$ cat src/rtl/hilo_ctrl.sv
// hilo_ctrl: HI/LO register file with a sequencer for a multi-cycle external multiplier.
module hilo_ctrl #(
    parameter int MULT_LAT = 34
) (
    input  logic        clk,
    input  logic        reset,
    input  logic        op_mult,
    input  logic        op_mthi,
    input  logic        op_mtlo,
    input  logic [31:0] rs_val,
    input  logic [31:0] rt_val,
    input  logic [31:0] prod_hi,
    input  logic [31:0] prod_lo,
    output logic [31:0] mult_a,
    output logic [31:0] mult_b,
    output logic        mult_init,
    output logic [31:0] hi,
    output logic [31:0] lo,
    output logic        busy,
    output logic        done
);
    localparam logic [1:0] IDLE    = 2'd0;
    localparam logic [1:0] RUN     = 2'd1;
    localparam logic [1:0] CAPTURE = 2'd2;
    localparam logic [5:0] LAST    = 6'(MULT_LAT - 1);

    logic [1:0]  state_q, state_d;
    logic [5:0]  cnt_q, cnt_d;
    logic [31:0] mult_a_q, mult_a_d, mult_b_q, mult_b_d, hi_q, hi_d, lo_q, lo_d;
    logic        mult_init_q, mult_init_d, busy_q, busy_d, done_q, done_d;

    always_comb begin
        state_d     = state_q;
        cnt_d       = cnt_q;
        mult_a_d    = mult_a_q;
        mult_b_d    = mult_b_q;
        hi_d        = hi_q;
        lo_d        = lo_q;
        mult_init_d = mult_init_q;
        busy_d      = busy_q;
        done_d      = done_q;
        case (state_q)
            IDLE: begin
                if (op_mult) begin
                    mult_a_d    = rs_val;
                    mult_b_d    = rt_val;
                    cnt_d       = 6'd0;
                    mult_init_d = 1'b1;
                    busy_d      = 1'b1;
                    state_d     = RUN;
                end else begin
                    hi_d = op_mthi ? rs_val : hi_q;
                    lo_d = op_mtlo ? rs_val : lo_q;
                end
            end
            RUN: begin
                if (cnt_q == LAST) begin
                    hi_d        = prod_hi;
                    lo_d        = prod_lo;
                    mult_init_d = 1'b0;
                    done_d      = 1'b1;
                    state_d     = CAPTURE;
                end else begin
                    cnt_d = cnt_q + 6'd1;
                end
            end
            CAPTURE: begin
                done_d  = 1'b0;
                busy_d  = 1'b0;
                state_d = IDLE;
            end
            default: state_d = IDLE;
        endcase
    end

    always_ff @(posedge clk or posedge reset) begin
        if (reset) begin
            state_q     <= IDLE;
            cnt_q       <= 6'd0;
            mult_a_q    <= 32'd0;
            mult_b_q    <= 32'd0;
            hi_q        <= 32'd0;
            lo_q        <= 32'd0;
            mult_init_q <= 1'b0;
            busy_q      <= 1'b0;
            done_q      <= 1'b0;
        end else begin
            state_q     <= state_d;
            cnt_q       <= cnt_d;
            mult_a_q    <= mult_a_d;
            mult_b_q    <= mult_b_d;
            hi_q        <= hi_d;
            lo_q        <= lo_d;
            mult_init_q <= mult_init_d;
            busy_q      <= busy_d;
            done_q      <= done_d;
        end
    end

    assign mult_a    = mult_a_q;
    assign mult_b    = mult_b_q;
    assign mult_init = mult_init_q;
    assign hi        = hi_q;
    assign lo        = lo_q;
    assign busy      = busy_q;
    assign done      = done_q;
endmodule

$ cat config.mk
export PLATFORM = sky130hd
export DESIGN_NAME = hilo_ctrl
export DESIGN_NICKNAME = d
export VERILOG_FILES = /design/src/rtl/hilo_ctrl.sv
export SDC_FILE = /design/constraint.sdc
export NUM_CORES = 1
export LEC_CHECK = 0
export BUFFER_PORTS_ARGS = -buffer_cell sky130_fd_sc_hd__buf_2
export CAP_MARGIN = 20
export CORE_MARGIN = 4
export CORE_UTILIZATION = 43
export CTS_CLUSTER_SIZE = 24
export DETAILED_ROUTE_END_ITERATION = 6
export PLACE_DENSITY = 0.77
export REMOVE_ABC_BUFFERS = 1
export SLEW_MARGIN = 15
export SYNTH_ARGS = -nofsm -noshare
export SYNTH_HDL_FRONTEND = slang
export SYNTH_SLANG_ARGS = --single-unit
$ cat constraint.sdc
create_clock -name clk -period 4.1 [get_ports clk]
set_input_delay 0.615 -clock clk [delete_from_list [all_inputs] [get_ports clk]]
set_output_delay 0.615 -clock clk [all_outputs]
set_load 0.03 [all_outputs]
==> results.py, run 1 <==
metrics = {
    "placed_design": {
        "placed_cells": 951,
        "dp_hpwl_um": 11700,
        "place_ws_ns": 1.64,
        "gp_congestion": 0.792,
        "port_buffers": 263,
    },
    "worst_setup_path": {
        "cp-end-kind": "register",
        "reg2reg_from": "state_q[0]",
        "r2r_end": "lo[3]",
        "r2r_setup_slack_ns": 1.72,
        "critPathMaxFanout": 38,
        "reg2reg_depth": 4,
        "crit_type": "reg2reg",
        "start_kind": "register",
        "cp.arrival_ns": 2.67,
        "required_ns": 4.39,
    },
    "cells_and_area": {
        "seqCellArea_mm2": 0.00348,
        "drive_above_1_share": 0.458,
        "instances_no_fill": 984,
        "nets": 930,
        "final_cell_mix": "buf_2, nand2_1, dfrtp_1",
        "area_growth_pct": 35.3,
        "final_common_cell": "buf_2",
        "multi_input_area_mm2": 0.00221,
        "n_antenna_cell": 0,
        "nFillCells": 1157,
    },
    "timing": {
        "rsz0062_at_grt": "no",
        "setup_violations": 0,
        "hold_slack_ns": 0.226,
        "skew_ns": 0.00912,
        "finalHoldViolCount": 0,
        "setup_slack_ns": 1.72,
        "max_clock_freq_mhz": 420,
        "min_period_ns": 2.38,
        "period_share": 0.581,
        "fin_tns_setup_ns": 0,
        "worstMarginPinSlew_ns": 0.764,
        "slew_headroom": 0.490,
        "drv_slew": 0,
    },
    "clock_tree": {
        "clkLatencyLatePin_ns": 0.41,
        "cts_tree": "yes",
        "cts_root_buffer": "clkbuf_16",
        "clock_sinks": 139,
        "cts_hold_buf": 0,
        "cts_buffer_depth": 2,
        "post_cts_buffers": 0,
        "htree_levels": 4,
        "clk_pin_slew_ns": 0.06,
        "cts_resized": 0,
        "cts_inserted_buffers": 17,
    },
    "synthesis": {
        "yosysWarningCount": 0,
        "synth_cells": 541,
        "synth_area_per_cell_um2": 10.9,
        "muxShareOfSynthArea": 0.00677,
        "synth-xor-area-share": 0.00148,
        "synth_fa_ha_area_frac": 0.00423,
        "yosysSeqAreaShare": 0.588,
        "syn_area_mm2": 0.00591,
        "synth_top_family_by_area": "simple AND/OR/NAND/NOR gates",
        "synth_compound_area_frac": 0.138,
        "synth-simple-area-share": 0.223,
        "ys_seq_elements": 139,
        "ys_types": 31,
    },
    "power": {
        "max-vdd-ir-drop_mv": 0.469,
        "powerDensity_mw_per_mm2": 899,
        "leakagePower_nw": 4.00,
    },
    "outcome": {
        "outcome": "finished clean",
    },
    "routing": {
        "detail-route-antenna-nets": 0,
        "drt_wl_total_um": 16600,
        "vias_per_cell": 5.02,
        "drt-initial-drc-count": 353,
        "drc": 0,
        "vias": 4941,
        "first_pass_iters": 4,
        "post_drt_wl_per_cell_um": 16.9,
    },
    "floorplanning": {
        "start_util": 0.443,
        "io_pins": 264,
        "placeableCoreArea_mm2": 0.0133,
        "row_count": 42,
        "fp.dieW_um": 125,
        "die_area_mm2": 0.0157,
        "die_y_um": 125,
    },
    "global_route": {
        "grt_pass1_wl_um": 27000,
        "grt_util_all_layers": 0.217,
        "antenna_found_initial": 0,
        "overflow": 0,
        "grt_max_degree": 113,
        "grt_pass1_vias": 5011,
    },
    "hold_path": {
        "hold_path_class": "in2async",
    },
    "flow_run": {
        "max_cap_violations": 0,
    },
}
[routing by layer]
metal	track usage	vias to the layer above	wire length [µm]
met5	0	-	0
met4	0.0670	0	286
met3	0.0840	24	1530
met2	0.347	220	7940
met1	0.273	2345	6890
li1	-	2352	-
[area by class of cell]
class,instances,area share
sequential,139,0.435
tap,176,0.0275
timing repair buffer,271,0.175
inverter,5,0.00297
clock inverter,10,0.0233
multi-input combinational,361,0.276
clock buffer,22,0.0605
[stage by stage]
stage	area (µm²)	util	power, mW
final	8000	0.599	7.19
after global routing	8000	0.599	7.60
after CTS	7970	0.597	7.25
after detailed placement	7300	0.547	5.50
after global placement	7300	0.547	5.44
after floorplan	5700	-	4.48
[Yosys cell counts, drive strengths merged]
library cell	number	area, µm²
nand2	197	739
dfrtp	139	3480
o221a	64	721
nand2b	57	357
buf	22	156
clkbuf	14	52.6
or2b	11	82.6
inv	5	18.8
mux2i	4	40.0
a21oi	3	15.0
nand3	3	20.0
a21o	2	15.0
a31o	2	17.5
ha	2	25.0
nor4b	2	47.6
o21ai	2	10.0
o2bb2ai	2	17.5
a311oi	1	8.76
a41oi	1	8.76
and2	1	6.26
and3	1	6.26
and4	1	8.76
nor2b	1	13.8
nor3	1	16.3
nor3b	1	12.5
or3b	1	8.76
xor2	1	8.76
[worst max-delay path by stage]
stage               slack, ns     end  cells past startpoint       start
floorplan               -0.24    busy                      1       reset
global placement         1.68   hi[0]                      5     op_mult
detailed placement       1.64  lo[19]                      5     op_mult
CTS                      1.71   lo[3]                      4  state_q[0]
global route             1.56   lo[3]                      4  state_q[0]
finish                   1.72   lo[3]                      4  state_q[0]
[cell families (layout without fill, tap and decap cells)]
| kind of cell | Yosys count | in the layout |
|---|---|---|
| XOR/XNOR | 1 | 1 |
| adder cells (fa/ha/maj) | 2 | 2 |
| AND/OR/NAND/NOR | 277 | 277 |
| AO/OA/AOI/OAI | 77 | 77 |
| buffers and inverters | 41 | 308 |
| multiplexers | 4 | 4 |
| flip-flops | 139 | 139 |
[flip-flops by register name, summed over array words and instances (netlist names)]
signal	cells
hi	32
lo	32
mult_a	32
mult_b	32
cnt_q	6
state_q	2
busy	1
done	1
mult_init	1
[where the power goes]
group,switching [mW],leakage [nW],internal [mW],total (mW)
logic,2.05,2.06,1.01,3.06
registers,0.395,1.62,2.02,2.41
clock network,0.576,0.319,1.14,1.72
[critical path, stage by stage, from the launching register on]
cell,delay [ns]
dfrtp_1,0.59
nor2b_4,0.30
nand3_2,0.53
buf_4,0.49
o221a_2,0.32
Power figures use the tool's default switching activity.
==> run 2: changes to the inputs <==
Settings changed: ABC_AREA from default to 1, CORE_UTILIZATION 43 to 48, PLACE_DENSITY 0.77 to 0.8.
Clock period 4.1 ns to 2.4 ns, I/O delays scaled along.
==> results.py, run 2 <==
metrics = {
    "routing": {
        "drc": 0,
        "vias_per_cell": 5.12,
        "detail-route-antenna-nets": 0,
        "drt-initial-drc-count": 527,
        "first_pass_iters": 6,
        "vias": 6295,
        "drt_wl_total_um": 19500,
        "post_drt_wl_per_cell_um": 15.9,
    },
    "synthesis": {
        "syn_area_mm2": 0.00626,
        "ys_types": 20,
        "yosysWarningCount": 0,
        "synth_edf_count": 0,
        "async_flop_share": 1.00,
        "synth_area_leaders": "dfrtp_1, nand2_1, nand3_1, buf_2, buf_6",
        "yosysSeqAreaShare": 0.556,
        "yosysTopAreaCellShare": 0.556,
        "synth_area_per_cell_um2": 7.83,
        "ys_seq_elements": 139,
        "synth_commonest_cells": "nand2_1, dfrtp_1, nand3_1",
        "synthFlopType": "dfrtp_1",
        "yosysMostFrequentCell": "nand2_1",
        "synth_cells": 799,
        "post-synth-top-area-cell": "dfrtp_1",
    },
    "global_route": {
        "antenna_found_initial": 0,
        "grt_max_degree": 80,
        "grt_pass1_vias": 6042,
        "overflow": 0,
        "grt_pass1_wl_um": 30500,
        "grt_util_all_layers": 0.266,
    },
    "timing": {
        "max_clock_freq_mhz": 532,
        "rsz0062_at_grt": "no",
        "hold_slack_ns": 0.00769,
        "setup_slack_ns": 0.521,
        "slew_headroom": 0.504,
        "period_share": 0.783,
        "min_period_ns": 1.88,
        "setup_violations": 0,
        "skew_ns": 0.00507,
        "finalHoldViolCount": 0,
        "worstMarginPinSlew_ns": 0.744,
        "drv_slew": 0,
    },
    "clock_tree": {
        "cts_tree": "yes",
        "cts_hold_buf": 0,
        "cts_root_buffer": "clkbuf_16",
        "clock_sinks": 139,
        "clk_pin_slew_ns": 0.06,
        "cts_inserted_buffers": 17,
        "post_cts_buffers": 0,
        "htree_levels": 4,
        "clkLatencyLatePin_ns": 0.42,
        "cts_buffer_depth": 2,
        "cts_resized": 0,
    },
    "cells_and_area": {
        "utilization": 0.660,
        "nets": 1180,
        "drive_above_1_share": 0.302,
        "n_antenna_cell": 0,
        "final_cell_mix": "nand2_1, buf_2, nand3_1, dfrtp_1, clkbuf_16",
        "area_growth_pct": 33.7,
        "final_common_cell": "nand2_1",
        "fin_area_mm2": 0.00837,
        "instances_no_fill": 1230,
    },
    "placed_design": {
        "placed_area_mm2": 0.00770,
        "gp_congestion": 0.834,
        "placed_cells": 1198,
        "place_ws_ns": 0.532,
        "dp_hpwl_um": 13200,
        "port_buffers": 263,
    },
    "outcome": {
        "outcome": "finished clean",
    },
    "worst_setup_path": {
        "r2r_end": "lo[11]",
        "r2r_setup_slack_ns": 0.52,
        "critPathMaxFanout": 51,
        "cp.arrival_ns": 2.23,
        "reg2reg_depth": 7,
        "start_kind": "register",
        "reg2reg_from": "cnt_q[0]",
        "required_ns": 2.75,
        "crit_type": "reg2reg",
        "cp-end-kind": "register",
    },
    "floorplanning": {
        "fp.dieW_um": 122,
        "start_util": 0.494,
        "die_y_um": 122,
        "placeableCoreArea_mm2": 0.0127,
        "io_pins": 264,
        "die_area_mm2": 0.0149,
        "row_count": 41,
    },
    "power": {
        "max-vdd-ir-drop_mv": 0.742,
        "p_int_mw": 6.94,
        "leakagePower_nw": 5.00,
        "p_sw_frac": 0.456,
        "pwr-share-seq": 0.305,
        "pwr-share-clk": 0.231,
        "combPwrFrac": 0.464,
        "p_sw_mw": 5.82,
        "powerDensity_mw_per_mm2": 1530,
    },
    "flow_run": {
        "max_cap_violations": 0,
    },
    "hold_path": {
        "hold_path_class": "in2async",
    },
}
-- run 2: cell types whose count changed in the layout (fill, tap and decap cells not counted), sizes merged, moves of 3 or more --
cell,previous run,this run
clkbuf,22,26
nand2,197,443
mux2i,4,0
buf,271,277
clkinvlp,3,0
nor2,0,8
a21oi,3,0
o221a,64,0
nand3,3,139
or2b,11,0
nand2b,57,0
inv,5,10
-- run 2: routing by layer --
metal,track usage,vias up,share of wire
li1,-,3013,-
met1,0.336,2956,0.41
met2,0.432,298,0.47
met3,0.0780,28,0.097
met4,0.107,0,0.024
met5,0,-,0
-- run 2: worst max path at each step --
stage | startpoint | end | slack, ns | cells after the start
floorplan | state_q[0] | cnt_q[1] | -2.30 | 5
finish | cnt_q[0] | lo[11] | 0.52 | 7
detailed placement | cnt_q[0] | lo[11] | 0.53 | 7
global placement | state_q[1] | cnt_q[1] | 0.62 | 8
global route | cnt_q[0] | hi[6] | 0.35 | 8
CTS | cnt_q[0] | lo[11] | 0.51 | 7
-- run 2: per-stage QoR --
step | power [mW] | TNS (ns)
after global routing | 13.6 | 0
after floorplan | 7.79 | -400.13
after CTS | 12.8 | 0
final | 12.8 | 0
after global placement | 9.74 | 0
after detailed placement | 9.87 | 0
-- run 2: cell type report --
cell class                      instances  area (µm²)
Multi-Input combinational cell        600        2490
Sequential cell                       139        3480
Clock buffer                           26         509
Tap cell                              172         215
Clock inverter                          6         155
Timing Repair Buffer                  277        1470
Inverter                               10        42.5
Fill cell                            1109        4300
-- run 2: worst max-delay path, stage by stage, from the launching register on --
cell and delay [ns]:
dfrtp_1 0.44, ha_1 0.25, nand3_1 0.10, nor2_2 0.06
nand2_4 0.18, buf_4 0.48, nand3_1 0.16, nand2_1 0.11
-- run 2: power groups by stage --
stage	Sequential, mW	Clock, mW	Combinational [mW]
detailed placement	3.90	0	5.97
global route	4.01	3.09	6.45
finish	3.89	2.94	5.92
global placement	3.89	0	5.85
CTS	3.89	2.98	5.97
floorplan	5.71	0	2.07
-- run 2: kinds of logic after synthesis --
logic type               synth area share
adder cells (fa/ha/maj)           0.00400
buffers and inverters              0.0474
flip-flops                          0.556
AND/OR/NAND/NOR                     0.389
AO/OA/AOI/OAI                     0.00440
